$ cat config.mk
export PLATFORM = sky130hd
export DESIGN_NAME = truth_table_sequencer_flat
export DESIGN_NICKNAME = d
export VERILOG_FILES = /design/src/rtl/truth_table_sequencer_if.sv /design/src/rtl/truth_table_sequencer.sv /design/src/flat_wrapper.sv
export SDC_FILE = /design/constraint.sdc
export NUM_CORES = 1
export LEC_CHECK = 0
export BUFFER_PORTS_ARGS = -buffer_cell sky130_fd_sc_hd__clkbuf_2
export CAP_MARGIN = 20
export CORE_MARGIN = 5
export CORE_UTILIZATION = 51
export DETAILED_ROUTE_END_ITERATION = 16
export GPL_TIMING_DRIVEN = 0
export PLACE_DENSITY = 0.77
export SLEW_MARGIN = 30
export SYNTH_ARGS = -nofsm -noshare
export SYNTH_HDL_FRONTEND = slang
export SYNTH_SLANG_ARGS = --single-unit
$ cat constraint.sdc
create_clock -name clk -period 1.74 [get_ports clk]
set_input_delay 0.348 -clock clk [delete_from_list [all_inputs] [get_ports clk]]
set_output_delay 0.348 -clock clk [all_outputs]
set_load 0.01 [all_outputs]
$ cat src/rtl/truth_table_sequencer_if.sv
// Stimulus/response bundle between the truth-table sequencer and the DUT/model pair.
// master = sequencer side, slave = DUT/model/observer side.
interface truth_table_sequencer_if #(
  parameter int N_IN  = 4,
  parameter int N_OUT = 2
);
  logic              start;
  logic              gray;
  logic [N_OUT-1:0]  dut_out;
  logic [N_OUT-1:0]  exp_out;
  logic [N_IN-1:0]   vec_out;
  logic              busy;
  logic              done;
  logic              pass;
  logic [N_IN:0]     err_count;
  logic              first_err_valid;
  logic [N_IN-1:0]   first_err_vec;

  modport master (
    input  start, gray, dut_out, exp_out,
    output vec_out, busy, done, pass, err_count, first_err_valid, first_err_vec
  );

  modport slave (
    output start, gray, dut_out, exp_out,
    input  vec_out, busy, done, pass, err_count, first_err_valid, first_err_vec
  );
endinterface

$ cat src/rtl/truth_table_sequencer.sv
// Exhaustive truth-table checker: sweeps every N_IN-bit vector (binary or Gray order),
// holds each HOLD cycles, compares DUT vs model; a run takes 2^N_IN*HOLD cycles, start ignored while busy.
module truth_table_sequencer #(
  parameter int N_IN  = 4,
  parameter int N_OUT = 2,
  parameter int HOLD  = 2
) (
  input  logic                          clk,
  input  logic                          rst,
  truth_table_sequencer_if.master       bus
);

  typedef enum logic [1:0] {IDLE, DRIVE, DONE} state_t;

  localparam int             CW        = N_IN + 1;
  localparam logic [CW-1:0]  LAST_IDX  = CW'((1 << N_IN) - 1);
  localparam logic [CW-1:0]  ERR_MAX   = CW'(1 << N_IN);
  localparam logic [15:0]    HOLD_LAST = 16'(HOLD - 1);

  state_t            state, state_nxt;
  logic [CW-1:0]     idx;
  logic [CW-1:0]     idx_nxt;
  logic [15:0]       hold_cnt;
  logic              mode;
  logic [N_IN-1:0]   vec_q;
  logic              busy_q, done_q, pass_q;
  logic [CW-1:0]     err_q;
  logic              fev_q;
  logic [N_IN-1:0]   fevec_q;

  logic              start_run;
  logic              check_edge;
  logic              last_vec;
  logic              mismatch;

  function automatic logic [N_IN-1:0] map_vec(input logic [CW-1:0] i, input logic g);
    logic [CW-1:0] v;
    v = g ? (i ^ (i >> 1)) : i;
    return v[N_IN-1:0];
  endfunction

  assign mismatch = (bus.dut_out != bus.exp_out);
  assign idx_nxt  = idx + CW'(1);

  always_ff @(posedge clk) begin
    if (rst) state <= IDLE;
    else     state <= state_nxt;
  end

  always_comb begin
    state_nxt  = state;
    start_run  = 1'b0;
    check_edge = 1'b0;
    last_vec   = 1'b0;
    case (state)
      IDLE, DONE: begin
        if (bus.start) begin
          start_run = 1'b1;
          state_nxt = DRIVE;
        end
      end
      DRIVE: begin
        check_edge = (hold_cnt == HOLD_LAST);
        last_vec   = check_edge && (idx == LAST_IDX);
        if (last_vec) state_nxt = DONE;
      end
      default: state_nxt = IDLE;
    endcase
  end

  // Start is only decoded outside DRIVE, so a mid-run pulse cannot reach this datapath.
  always_ff @(posedge clk) begin
    if (rst) begin
      idx      <= '0;
      hold_cnt <= '0;
      mode     <= 1'b0;
      vec_q    <= '0;
      busy_q   <= 1'b0;
      done_q   <= 1'b0;
      pass_q   <= 1'b0;
      err_q    <= '0;
      fev_q    <= 1'b0;
      fevec_q  <= '0;
    end else if (start_run) begin
      idx      <= '0;
      hold_cnt <= '0;
      mode     <= bus.gray;
      vec_q    <= map_vec('0, bus.gray);
      busy_q   <= 1'b1;
      done_q   <= 1'b0;
      pass_q   <= 1'b0;
      err_q    <= '0;
      fev_q    <= 1'b0;
      fevec_q  <= '0;
    end else if (state == DRIVE) begin
      if (check_edge) begin
        hold_cnt <= '0;
        if (mismatch) begin
          if (err_q != ERR_MAX) err_q <= err_q + CW'(1);
          if (!fev_q) begin
            fev_q   <= 1'b1;
            fevec_q <= vec_q;
          end
        end
        if (last_vec) begin
          busy_q <= 1'b0;
          done_q <= 1'b1;
          pass_q <= (err_q == '0) && !mismatch;
        end else begin
          idx   <= idx_nxt;
          vec_q <= map_vec(idx_nxt, mode);
        end
      end else begin
        hold_cnt <= hold_cnt + 16'd1;
      end
    end
  end

  assign bus.vec_out         = vec_q;
  assign bus.busy            = busy_q;
  assign bus.done            = done_q;
  assign bus.pass            = pass_q;
  assign bus.err_count       = err_q;
  assign bus.first_err_valid = fev_q;
  assign bus.first_err_vec   = fevec_q;

endmodule
$ cat src/flat_wrapper.sv
// flat-port wrapper written by rule: the top's interface ports become plain ports
module truth_table_sequencer_flat 
#(
  parameter int N_IN  = 4,
  parameter int N_OUT = 2,
  parameter int HOLD  = 2
)
  (clk, rst, bus_start, bus_gray, bus_dut_out, bus_exp_out, bus_vec_out, bus_busy, bus_done, bus_pass, bus_err_count, bus_first_err_valid, bus_first_err_vec);
  truth_table_sequencer_if #(.N_IN(N_IN), .N_OUT(N_OUT)) bus_i ();
  input  logic clk;
  input  logic rst;
  input wire logic [$bits(bus_i.start)-1:0] bus_start;
  input wire logic [$bits(bus_i.gray)-1:0] bus_gray;
  input wire logic [$bits(bus_i.dut_out)-1:0] bus_dut_out;
  input wire logic [$bits(bus_i.exp_out)-1:0] bus_exp_out;
  output wire logic [$bits(bus_i.vec_out)-1:0] bus_vec_out;
  output wire logic [$bits(bus_i.busy)-1:0] bus_busy;
  output wire logic [$bits(bus_i.done)-1:0] bus_done;
  output wire logic [$bits(bus_i.pass)-1:0] bus_pass;
  output wire logic [$bits(bus_i.err_count)-1:0] bus_err_count;
  output wire logic [$bits(bus_i.first_err_valid)-1:0] bus_first_err_valid;
  output wire logic [$bits(bus_i.first_err_vec)-1:0] bus_first_err_vec;
  assign bus_i.start = bus_start;
  assign bus_i.gray = bus_gray;
  assign bus_i.dut_out = bus_dut_out;
  assign bus_i.exp_out = bus_exp_out;
  assign bus_vec_out = bus_i.vec_out;
  assign bus_busy = bus_i.busy;
  assign bus_done = bus_i.done;
  assign bus_pass = bus_i.pass;
  assign bus_err_count = bus_i.err_count;
  assign bus_first_err_valid = bus_i.first_err_valid;
  assign bus_first_err_vec = bus_i.first_err_vec;
  truth_table_sequencer #(.N_IN(N_IN), .N_OUT(N_OUT), .HOLD(HOLD)) u_core (.clk(clk), .rst(rst), .bus(bus_i));
endmodule
Yosys cells after proc, flatten, opt, wreduce, memory -nomap -nowiden
Cells that the tools add are included.
- register bits: 41
- input port bits: 8
- output and inout bits: 17
- add/subtract/negate cells: 3
- equal/unequal tests: 8
- multiplexer cells: 13
- bitwise operators: 3
- reductions and logical operators: 17
- operators with widths (cell ; number):
    adder 16 x 1 -> 16 bit, second input constant ; 1
    equality test 16 x 1 -> 1 bit, second input constant ; 1
    two-way mux 16 bit ; 1
    AND reduction 3 bit ; 4
    adder 5 x 1 -> 5 bit, second input constant ; 2
    two-way mux 1 bit ; 8
    AND reduction 4 bit ; 2
    nonzero test 2 bit ; 3
    equality test 5 x 4 -> 1 bit, second input constant ; 1
    logical NOT 5 bit ; 1
    inequality test 5 bit, second input constant ; 1
    two-way mux 2 bit ; 2
    two-way mux 4 bit ; 1
    one-hot mux 2 bit (2 select lines) ; 1
    OR reduction 2 bit ; 2
    XOR 4 bit ; 1
    equality test 2 x 1 -> 1 bit, second input constant ; 1
    equality test 2 bit, second input constant ; 1
    logical AND 1 bit ; 2
    logical NOT 2 bit ; 1
    inequality test 2 x 1 -> 1 bit, second input constant ; 1
    inequality test 2 bit ; 1
    inequality test 2 bit, second input constant ; 1
    NOT 1 bit ; 2
    2 further kinds ; 2

Longest topological paths before layout
- depth after elaboration: 7
- depth in mapped cells: 8

Least setup slack after synthesis
No wires, ideal clock.
- path type: reg-to-reg
- start: reg u_core.hold_cnt[0]
- end: reg u_core.err_q[2] (netlist: u_core.bus.err_count[2])
- setup time: 0.071 ns
- data arrival time: 1.868 ns
- data required time: 1.669 ns
- setup slack: -0.198 ns
- stages on the path, launching flop included: 7
- buffers on the path: 0
- clock period less this slack: 1.938 ns
- cell sequence: dfxtp_1 > ha_1 > nor4b_4 > nand3_4 > or4_4 > or3_1 > a21oi_1
- cells in the longest elaborated chain, start to end: 3
- ends and longest elaborated chain (element ; line ; source):
    from (decl) ; truth_table_sequencer.sv:23 ; logic [15:0] hold_cnt;
    from (signal assigned) ; truth_table_sequencer.sv:114 ; hold_cnt <= hold_cnt + 16'd1;
    equality test 16 x 1 -> 1 bit ; truth_table_sequencer.sv:63 ; check_edge = (hold_cnt == HOLD_LAST);
    two-way mux 1 bit ; truth_table_sequencer.sv:55 ; case (state)
    AND reduction 4 bit (no source line) ; - ;
    to (signal assigned) ; truth_table_sequencer.sv:99 ; if (err_q != ERR_MAX) err_q <= err_q + CW'(1);
    to (decl) ; truth_table_sequencer.sv:27 ; logic [CW-1:0] err_q;
Every way passes these cells.
A chain may end at the register's enable or synchronous reset.

Final worst setup path
- start: reg u_core.hold_cnt[1]
- end: reg u_core.err_q[1] (netlist: u_core.bus.err_count[1])
The elaborated chain is that of the path after synthesis.

==> flow_metrics.env <==
export IMPL_cts_tree="yes"
export IMPL_worst_path_max_fanout=4
export IMPL_yosys_warnings=0
export IMPL_critical_path_arrival_ps=2120
export IMPL_synth_edff_count=0
export IMPL_area_delta_synth_final_pct=32.4
export IMPL_ys_ff_latch=41
export IMPL_layout_drive_gt1_share_pct=35.7
export IMPL_p_switching_uw=445
export IMPL_cts_root_buf="clkbuf_8"
export IMPL_ir_drop_mv=0.458
export IMPL_power_density_nw_per_um2=673
export IMPL_path_clk_slew_ps=80
export IMPL_cap_violations=0
export IMPL_clkSinkCount=41
export IMPL_crit_path_cell_trace="inv_2 > ha_4 > nor4b_4 > nand3_4 > buf_4 > nor4_1 > mux2i_1 > nor2_1"
export IMPL_m1WireLength_mm=1.94
export IMPL_wl_met3_um=142
export IMPL_rr_worst_depth=8
export IMPL_wl_per_cell_um=14.9
export IMPL_required_ps=1910
export IMPL_critPathSlowestCell="nor4_1"
export IMPL_gp_congestion=0.841
export IMPL_worstSkewPairLatency_ps=300
export IMPL_port_buffers=24
export IMPL_worst_clock_skew_ps=11.2
export IMPL_layout_common_cells="nor2_1 (36), dfxtp_1 (30), clkbuf_2 (24)"
export IMPL_yosysUniqueCellTypes=40
export IMPL_max_slew_margin_pct=58.0
export IMPL_antennaDiodeCount=0
export IMPL_antenna_left=0
export IMPL_grt_antenna_before_repair=0
export IMPL_via_count=1695
export IMPL_grt_pass1_vias=1610
export IMPL_pre_cts_ws_ps=-376
export IMPL_ctsHoldBuffers=0
export IMPL_core_um2=3720
export IMPL_finalSetupViolCount=23
export IMPL_setup_slack_ps=-212
export IMPL_hold_viol_final=0
export IMPL_max_stage_delay_ps=490
export IMPL_drc=0
export IMPL_crit_type="flop to flop"
export IMPL_initialDrtViolationCount=88
export IMPL_syn_num_nets=230
export IMPL_fmax_mhz=512
export IMPL_outcome="finished with violations"
export IMPL_crit_buf_inv=2
export IMPL_rows=22
export IMPL_hold_path_class="primary input to flop"
export IMPL_grt_ovfl_total=0
export IMPL_drtPass1Iterations=4
export IMPL_synth_seq_area_share_pct=41.5
export IMPL_syn_inst=216
export IMPL_initial_core_util_pct=53.2
export IMPL_grt_max_degree=13
export IMPL_final_common_cell="nor2_1"
export IMPL_start_kind="flop"
export IMPL_num_nets_final=276
export IMPL_viasPerCell=5.45
export IMPL_synth_area_um2=1980
export IMPL_io_pins=25
export IMPL_die_h_um=72.3
export IMPL_dpl_hpwl_mm=2.77
export IMPL_path_depth=8
export IMPL_wl_met2_mm=2.45
export IMPL_grt_setup_unrepaired="yes"
export IMPL_clkPwrFrac_pct=34.5
export IMPL_cts_inserted_buffers=5
export IMPL_nFillCells=260
export IMPL_seqPwrFrac_pct=54.4
export IMPL_wirelength_mm=4.65
export IMPL_synth_flop_cell="dfxtp_1"
export IMPL_period_needed_ps=1950
export IMPL_failed_checks="setup timing"
export IMPL_worstHoldPathCells=2
export IMPL_worstSetupEndpointType="flop"
export IMPL_die_area_um2=5220
export IMPL_clockBufferDepth=2
export IMPL_async_reset_ff_share_pct=0
export IMPL_grt_use_total_pct=18.1
export IMPL_crit_family="simple AND/OR/NAND/NOR gates"
export IMPL_post_route_period_util_pct=112
export IMPL_leakage_nw=0.932
export IMPL_worst_slew_pin_slew_ps=625
export IMPL_internal_power_mw=1.32
export IMPL_setup_tns_final_ps=-2480
export IMPL_drv_slew=0
export IMPL_avgSynthCellArea_um2=9.16
export IMPL_htreeDepth=2
export IMPL_top_layer="met4"
export IMPL_die_w_um=72.3
export IMPL_grt_pass1_wl_mm=7.44
export IMPL_p_comb_share_pct=11.1
export IMPL_sw_frac_of_total_pct=25.3
==> logic make-up (layout without fill, tap and decap cells) <==
| group | Yosys count | after routing | share of synthesized area (%) |
|---|---|---|---|
| simple gates | 104 | 104 | 30.3 |
| flops | 41 | 41 | 41.5 |
| xor+xnor | 27 | 27 | 12.0 |
| compound gates | 17 | 17 | 5.25 |
| buf+inv | 11 | 58 | 2.15 |
| mux | 10 | 10 | 5.06 |
| fa+ha+maj | 6 | 6 | 3.79 |
==> layer usage <==
layer | global-route usage (%) | vias to the layer above
met5 | 0 | -
met4 | 6.68 | 0
met3 | 3.74 | 11
met2 | 32.6 | 26
met1 | 20.8 | 822
li1 | - | 836
==> path summary, 6_finish.rpt <==
check	startpoint	endpoint	slack, ps
worst max-delay path	u_core.hold_cnt[1]	u_core.bus.err_count[1]	-210
worst min-delay path	rst	u_core.state[0]	290
worst max register to register	u_core.hold_cnt[1]	u_core.bus.err_count[1]	-210
worst min register to register	u_core.bus.pass	u_core.bus.pass	460
==> flip-flops by register name, indices dropped and copies added (netlist names) <==
signal and flops:
u_core.bus.done 1, u_core.hold_cnt 16, u_core.bus.first_err_valid 1, u_core.bus.busy 1
u_core.idx 5, u_core.bus.first_err_vec 4, u_core.mode 1, u_core.bus.pass 1
u_core.bus.vec_out 4, u_core.state 2, u_core.bus.err_count 5
==> cell usage after synthesis, types with 2 or more instances <==
cell type | number | share of area [%]
a21oi_1 | 7 | 1.8
clkbuf_1 | 3 | 0.57
nor3_1 | 2 | 0.51
dfxtp_1 | 41 | 41
inv_1 | 7 | 1.3
nor4_1 | 5 | 1.6
or3_1 | 2 | 0.63
and4_1 | 2 | 0.89
nand4_1 | 3 | 0.95
o21ai_0 | 2 | 0.51
nand3_1 | 9 | 2.3
a211oi_1 | 4 | 1.5
ha_1 | 6 | 3.8
and3_1 | 4 | 1.3
nor2b_1 | 2 | 0.63
nor4_4 | 2 | 2.2
nand2_1 | 12 | 2.3
mux2i_1 | 10 | 5.1
xor2_1 | 15 | 6.6
xnor2_1 | 12 | 5.3
or2_2 | 2 | 0.63
nand2b_1 | 2 | 0.63
nor2_1 | 44 | 8.3
nand4b_1 | 2 | 0.89
==> metrics by stage <==
| stage | area [µm²] | total power, mW | hold WS, ps | util [%] | std cells |
|---|---|---|---|---|---|
| floorplan | 1990 | 1.07 | 417 | - | 216 |
| global placement | 2170 | 1.10 | 449 | 58.5 | 288 |
| detailed placement | 2170 | 1.10 | 451 | 58.5 | 288 |
| CTS | 2410 | 1.72 | 298 | 64.8 | 302 |
| global route | 2620 | 1.85 | 305 | 70.5 | 311 |
| finish | 2620 | 1.76 | 290 | 70.5 | 311 |
==> repair_timing <==
| item | in CTS | in global routing |
|---|---|---|
| gates cloned | 0 | 2 |
| buffers inserted | 6 | 7 |
| pin swaps | 5 | 14 |
| gates resized for setup | 22 | 32 |
| endpoints found under the setup margin | 28 | 33 |
==> area by class of cell <==
class                   instances  area, µm²  area share (%)
multi-input cells             164       1280            49.1
well taps                      48       60.1            2.29
flip-flops and latches         41        840            32.1
clock buffers                   6       72.6            2.77
inverters                       7       26.3            1.00
plain buffers                   4       30.0            1.15
repair buffers                 39        295            11.3
clock inverters                 2       10.0           0.382
==> power groups by stage <==
stage          Clock, mW  Sequential (mW)  Combinational (mW)
5_1_grt            0.675            0.960               0.211
6_report           0.609            0.958               0.196
2_1_floorplan          0            0.982              0.0854
4_1_cts            0.611            0.959               0.153
3_5_place_dp           0            0.983               0.122
3_3_place_gp           0            0.983               0.120
Power figures use the tool's default switching activity.
